==> src/rtl/stack_ctrl_pkg.sv <==
// Shared types for the stack controller: FSM states, debug opcodes, stack2 delta codes.
package stack_ctrl_pkg;

    typedef enum logic [1:0] {
        ST_RUN  = 2'd0,
        ST_HALT = 2'd1,
        ST_RESP = 2'd2
    } state_t;

    typedef enum logic [1:0] {
        DBG_PEEK  = 2'b00,
        DBG_PUSH  = 2'b01,
        DBG_WRITE = 2'b10,
        DBG_POP   = 2'b11
    } dbg_op_t;

    localparam logic [1:0] DELTA_NONE = 2'b00;
    localparam logic [1:0] DELTA_PUSH = 2'b01;
    localparam logic [1:0] DELTA_BAD  = 2'b10;
    localparam logic [1:0] DELTA_POP  = 2'b11;

endpackage

==> src/rtl/stack_depth_tracker.sv <==
// Mirrors the stack2 occupancy from the issued delta, saturating at 0 and DEPTH,
// and keeps the sticky overflow/underflow/illegal-delta flags.
module stack_depth_tracker
    import stack_ctrl_pkg::*;
#(
    parameter int DEPTH = 18
) (
    input  logic       clk,
    input  logic       resetq,
    input  logic [1:0] delta,
    input  logic       bad_set,
    input  logic       clr_flags,
    output logic [4:0] depth,
    output logic       full,
    output logic       empty,
    output logic       ovf,
    output logic       unf,
    output logic       bad_delta
);

    localparam logic [4:0] DEPTH_MAX = 5'(DEPTH);

    logic push;
    logic pop;
    logic ovf_set;
    logic unf_set;

    assign push    = (delta == DELTA_PUSH);
    assign pop     = (delta == DELTA_POP);
    assign full    = (depth == DEPTH_MAX);
    assign empty   = (depth == 5'd0);
    // Only the CPU can issue a push at full or a pop at empty; debug blocks them upstream.
    assign ovf_set = push && full;
    assign unf_set = pop && empty;

    always_ff @(posedge clk or negedge resetq) begin
        if (!resetq) begin
            depth     <= 5'd0;
            ovf       <= 1'b0;
            unf       <= 1'b0;
            bad_delta <= 1'b0;
        end else begin
            if (push && !full) begin
                depth <= depth + 5'd1;
            end else if (pop && !empty) begin
                depth <= depth - 5'd1;
            end
            ovf       <= ovf_set | (ovf & ~clr_flags);
            unf       <= unf_set | (unf & ~clr_flags);
            bad_delta <= bad_set | (bad_delta & ~clr_flags);
        end
    end

endmodule

==> src/rtl/stack_ctrl.sv <==
// Arbitrates stack2 between the CPU and a halt-mode debug port, with one-cycle
// debug responses and occupancy/error status.
module stack_ctrl
    import stack_ctrl_pkg::*;
#(
    parameter int DEPTH = 18
) (
    input  logic        clk,
    input  logic        resetq,
    input  logic        cpu_we,
    input  logic [1:0]  cpu_delta,
    input  logic [31:0] cpu_wd,
    output logic [31:0] cpu_rd,
    input  logic        cpu_halt,
    input  logic        dbg_valid,
    output logic        dbg_ready,
    input  logic [1:0]  dbg_op,
    input  logic [31:0] dbg_wd,
    output logic        dbg_rvalid,
    output logic [31:0] dbg_rdata,
    output logic        dbg_err,
    output logic        stk_we,
    output logic [1:0]  stk_delta,
    output logic [31:0] stk_wd,
    input  logic [31:0] stk_rd,
    output logic [4:0]  depth,
    output logic        ovf,
    output logic        unf,
    output logic        bad_delta,
    output logic        halted,
    input  logic        clr_flags
);

    state_t  state;
    state_t  state_nxt;
    dbg_op_t op;
    logic    accept;
    logic    blocked;
    logic    bad_set;
    logic    full;
    logic    empty;
    logic    err_q;

    assign op        = dbg_op_t'(dbg_op);
    assign dbg_ready = (state == ST_HALT);
    assign accept    = dbg_valid && dbg_ready;
    assign blocked   = ((op == DBG_PUSH) && full) || ((op == DBG_POP) && empty);
    assign halted    = (state != ST_RUN);
    assign cpu_rd    = stk_rd;
    // stack2 is write-first, so the response cycle already sees the post-command TOS.
    assign dbg_rvalid = (state == ST_RESP);
    assign dbg_rdata  = dbg_rvalid ? stk_rd : 32'd0;
    assign dbg_err    = dbg_rvalid && err_q;

    always_comb begin
        state_nxt = state;
        stk_we    = 1'b0;
        stk_delta = DELTA_NONE;
        stk_wd    = cpu_wd;
        bad_set   = 1'b0;
        case (state)
            ST_RUN: begin
                if (cpu_delta == DELTA_BAD) begin
                    bad_set = 1'b1;
                end else begin
                    stk_we    = cpu_we;
                    stk_delta = cpu_delta;
                end
                if (cpu_halt) state_nxt = ST_HALT;
            end
            ST_HALT: begin
                stk_wd = dbg_wd;
                if (accept) begin
                    state_nxt = ST_RESP;
                    if (!blocked) begin
                        case (op)
                            DBG_PEEK:  stk_delta = DELTA_NONE;
                            DBG_PUSH:  begin stk_we = 1'b1; stk_delta = DELTA_PUSH; end
                            DBG_WRITE: stk_we = 1'b1;
                            DBG_POP:   stk_delta = DELTA_POP;
                            default:   stk_delta = DELTA_NONE;
                        endcase
                    end
                end else if (!cpu_halt) begin
                    state_nxt = ST_RUN;
                end
            end
            ST_RESP: state_nxt = cpu_halt ? ST_HALT : ST_RUN;
            default: state_nxt = ST_RUN;
        endcase
    end

    always_ff @(posedge clk or negedge resetq) begin
        if (!resetq) begin
            state <= ST_RUN;
            err_q <= 1'b0;
        end else begin
            state <= state_nxt;
            if (accept) err_q <= blocked;
        end
    end

    stack_depth_tracker #(
        .DEPTH(DEPTH)
    ) u_depth (
        .clk       (clk),
        .resetq    (resetq),
        .delta     (stk_delta),
        .bad_set   (bad_set),
        .clr_flags (clr_flags),
        .depth     (depth),
        .full      (full),
        .empty     (empty),
        .ovf       (ovf),
        .unf       (unf),
        .bad_delta (bad_delta)
    );

endmodule

==> config.mk <==
export PLATFORM = sky130hd
export DESIGN_NAME = stack_ctrl
export DESIGN_NICKNAME = d
export VERILOG_FILES = /design/src/rtl/stack_ctrl_pkg.sv /design/src/rtl/stack_depth_tracker.sv /design/src/rtl/stack_ctrl.sv
export SDC_FILE = /design/constraint.sdc
export NUM_CORES = 1
export LEC_CHECK = 0
export BUFFER_PORTS_ARGS = -buffer_cell sky130_fd_sc_hd__buf_2
export CAP_MARGIN = 20
export CORE_AREA = 2 2 84 86
export CTS_CLUSTER_SIZE = 24
export DETAILED_ROUTE_END_ITERATION = 12
export DIE_AREA = 0 0 86 88
export GPL_TIMING_DRIVEN = 0
export MAX_ROUTING_LAYER = met4
export PLACE_DENSITY = 0.66
export RECOVER_POWER = 100
export SETUP_SLACK_MARGIN = 0.3
export SLEW_MARGIN = 20
export SYNTH_ARGS = -nofsm -noshare
export SYNTH_HDL_FRONTEND = slang
export SYNTH_SLANG_ARGS = --single-unit
export TNS_END_PERCENT = 1
==> constraint.sdc <==
create_clock -name clk -period 2.8 [get_ports clk]
set_input_delay 0 -clock clk [delete_from_list [all_inputs] [get_ports clk]]
set_output_delay 0 -clock clk [all_outputs]
set_load 0.02 [all_outputs]
==> impl_metrics.toml <==
[floorplanning]
die_w_um = 86
dieHeight_um = 88
die-area_mm2 = 0.00757
start_util_pct = 24.9
rows = 30
coreArea_mm2 = 0.00664
io_pins = 217

[synth]
syn_avg_cell_area_um2 = 8.83
synth-xor-area-share_pct = 1.59
synthSimpleGateAreaFrac_pct = 21.5
yosysMostFrequentCell = "and2_1"
netlist_instances = 187
synth_area_leaders = "mux2_2, dfrtp_1, buf_4, and2_1, ha_1"
synth_edf_count = 0
synth_nets = 300
yosysTopAreaCell = "mux2_2"
yosysSeqAreaShare_pct = 16.7
synth_fa_ha_area_share_pct = 5.76
synthMuxAreaShare_pct = 25.1
ys_warn_count = 0
synth-compound-area-share_pct = 9.85
syn_area_mm2 = 0.00165
synth_top_area_share_pct = 22.5
yosys_register_bits = 11
synthArstFlopShare_pct = 100
synth_top_family_by_area = "multiplexers"
yosys-top-cells-count = "and2_1, mux2_2, buf_4, inv_1, dfrtp_1"
ys_types = 35
ys.flop_type = "dfrtp_1"

[placement]
place_ws_ns = -0.0381
dp.cells = 483
io_buffer_count = 216
place_hpwl_um = 5400
gp_congestion = 0.763

[critical_path]
regToRegStartpoint = "state[1]"
worst-path-max-fanout = 8
required_ns = 2.92
critPathLaunchType = "flop"
crit_path_end_kind = "flop"
arrival_ns = 2.75
crit_path_start = "state[1]"
worstSetupPathType = "flop to flop"

[clock_tree]
cts_made_buffers = 3
cts_tree = "built"
clockRootBuffer = "clkbuf_8"
cts.htree.levels = 1
path_clk_slew_ns = 0.05
cts_buffer_depth = 2
clock-sinks = 11
clk_latency_ns = 0.24

[cells_and_area]
final_nets = 537
syn_to_final_growth_pct = 80.9
instances_no_fill = 503
drive_above_1_share_pct = 52.5
n_antenna_cell = 0

[timing]
min_period_ns = 2.63
fin_crit_sh_pct = 94.0
fin_skew_ns = 0.00293
timing.hold.ws_ns = 0.0737
relSlewSlack_pct = 43.8
setup-violations-final = 0
finalHoldViolations = 0
slew_viol_final = 0
setup_tns_ns = 0
tightest_slew_ns = 0.837
grt_setup_unrepaired = "true"
setup_slack_ns = 0.168
clock.fmax_ghz = 0.380

[power]
p_int_uw = 788
total_power_uw = 1460
clkPwrFrac_pct = 11.2
vdd_ir_drop_max_v = 0.000487
switchingPower_uw = 672
seq_power_share_pct = 19.3
p_leak_uw = 0.00150
switching_share_pct = 46.0
power_frac_comb_pct = 69.5
p_per_area_mw_per_mm2 = 488

[worst_hold_path]
hp-class = "primary input to flop"
hp-start = "clr_flags"

[global_routing]
grt-ovfl-total = 0
grt_pass1_vias = 1941
track_usage_pct = 14.9
grt_max_degree = 12
antenna_found_initial = 0
grt_pass1_wl_um = 8740

[routing]
vias = 2163
totalWireLength_um = 6330
remaining_drc_errors = 0
vias_per_cell = 4.30
first_pass_iters = 4
ant_nets = 0
wl_per_cell_um = 12.6
drt_iter0_markers = 31

[run_status]
outcome = "finished, final reports clean"

[job]
max_cap_violations = 0
-- sequential cells by signal (all words and copies together) (netlist names) --
name and cells:
u_depth.depth 5, err_q 1, u_depth.unf 1, state 2
u_depth.bad_delta 1, u_depth.ovf 1
-- through the flow --
| step | utilization, % | instance area, µm² |
|---|---|---|
| after global routing | 45.0 | 2990 |
| after global placement | 44.2 | 2930 |
| after CTS | 46.9 | 3120 |
| after floorplan | - | 1750 |
| after detailed placement | 44.2 | 2930 |
| final | 45.0 | 2990 |
-- power by group through the flow --
stage / Clock (µW) / Sequential, µW / Combinational (µW)
after CTS: 169 / 282 / 1050
after global routing: 179 / 290 / 1110
final: 164 / 282 / 1010
after global placement: 0 / 295 / 900
after detailed placement: 0 / 295 / 921
after floorplan: 0 / 332 / 597
-- critical path, cell delays in order (launching register included) --
cell and delay (ns):
dfrtp_1 0.38, nand2b_1 0.16, buf_6 0.15, a311oi_4 0.37, clkbuf_4 0.23, a311oi_1 0.10, a311oi_1 0.72, mux2_1 0.40
-- final cells by class --
class | instances | area [µm²]
Fill cell | 715 | 3660
Multi-Input combinational cell | 124 | 1160
Timing Repair Buffer | 232 | 1080
Sequential cell | 11 | 280
Buffer | 39 | 274
Tap cell | 80 | 100
Inverter | 13 | 48.8
Clock buffer | 4 | 45.0
-- worst paths after layout --
check / to / slack [ns] / cells past startpoint
worst min-delay path: u_depth.ovf / 0.07 / 3
worst min register to register: err_q / 0.48 / 1
max in group asynchronous: u_depth.depth[3] / 2.09 / 2
min in group asynchronous: u_depth.ovf / 0.28 / 2
worst max register to register: u_depth.depth[2] / 0.17 / 7
worst max-delay path: u_depth.depth[2] / 0.17 / 7
-- placed cells by master, fill, tap and decap left out, drive strengths merged --
cell type,n
fa,1
nor2b,7
nand2,2
buf,164
a311oi,3
o21ai,3
dfrtp,11
ha,6
o32a,1
and3,1
a211oi,1
nor3,2
nand4,1
a21oi,2
a31oi,3
nor2,4
xnor2,3
o2bb2ai,1
and2,35
mux2,35
a21o,1
a41o,2
dlygate4sd3,2
mux2i,2
nand2b,2
a22o,1
inv,13
o21a,2
clkbuf,109
nand3,3
-- per-layer routing --
layer	up-vias	routed length [µm]	track usage, %
met5	-	0	-
met4	0	9	1.30
met3	3	653	3.49
met2	131	3380	28.3
met1	949	2290	16.3
li1	1080	-	-
-- kinds of logic (layout without fill, tap and decap cells) --
logic type / Yosys count / after routing
simple gates: 57 / 57
buf+inv: 52 / 288
mux: 37 / 37
compound gates: 20 / 20
flops: 11 / 11
fa+ha+maj: 7 / 7
xor+xnor: 3 / 3
-- timing repair --
item	in CTS	in global routing
gates resized for setup	4	0
buffers inserted	14	0
hold buffers	2	0
cloned	0	0
endpoints found under the hold margin	12	0
pin swaps	8	0
setup endpoints to repair	3	3
(Power assumes the default switching activity.)
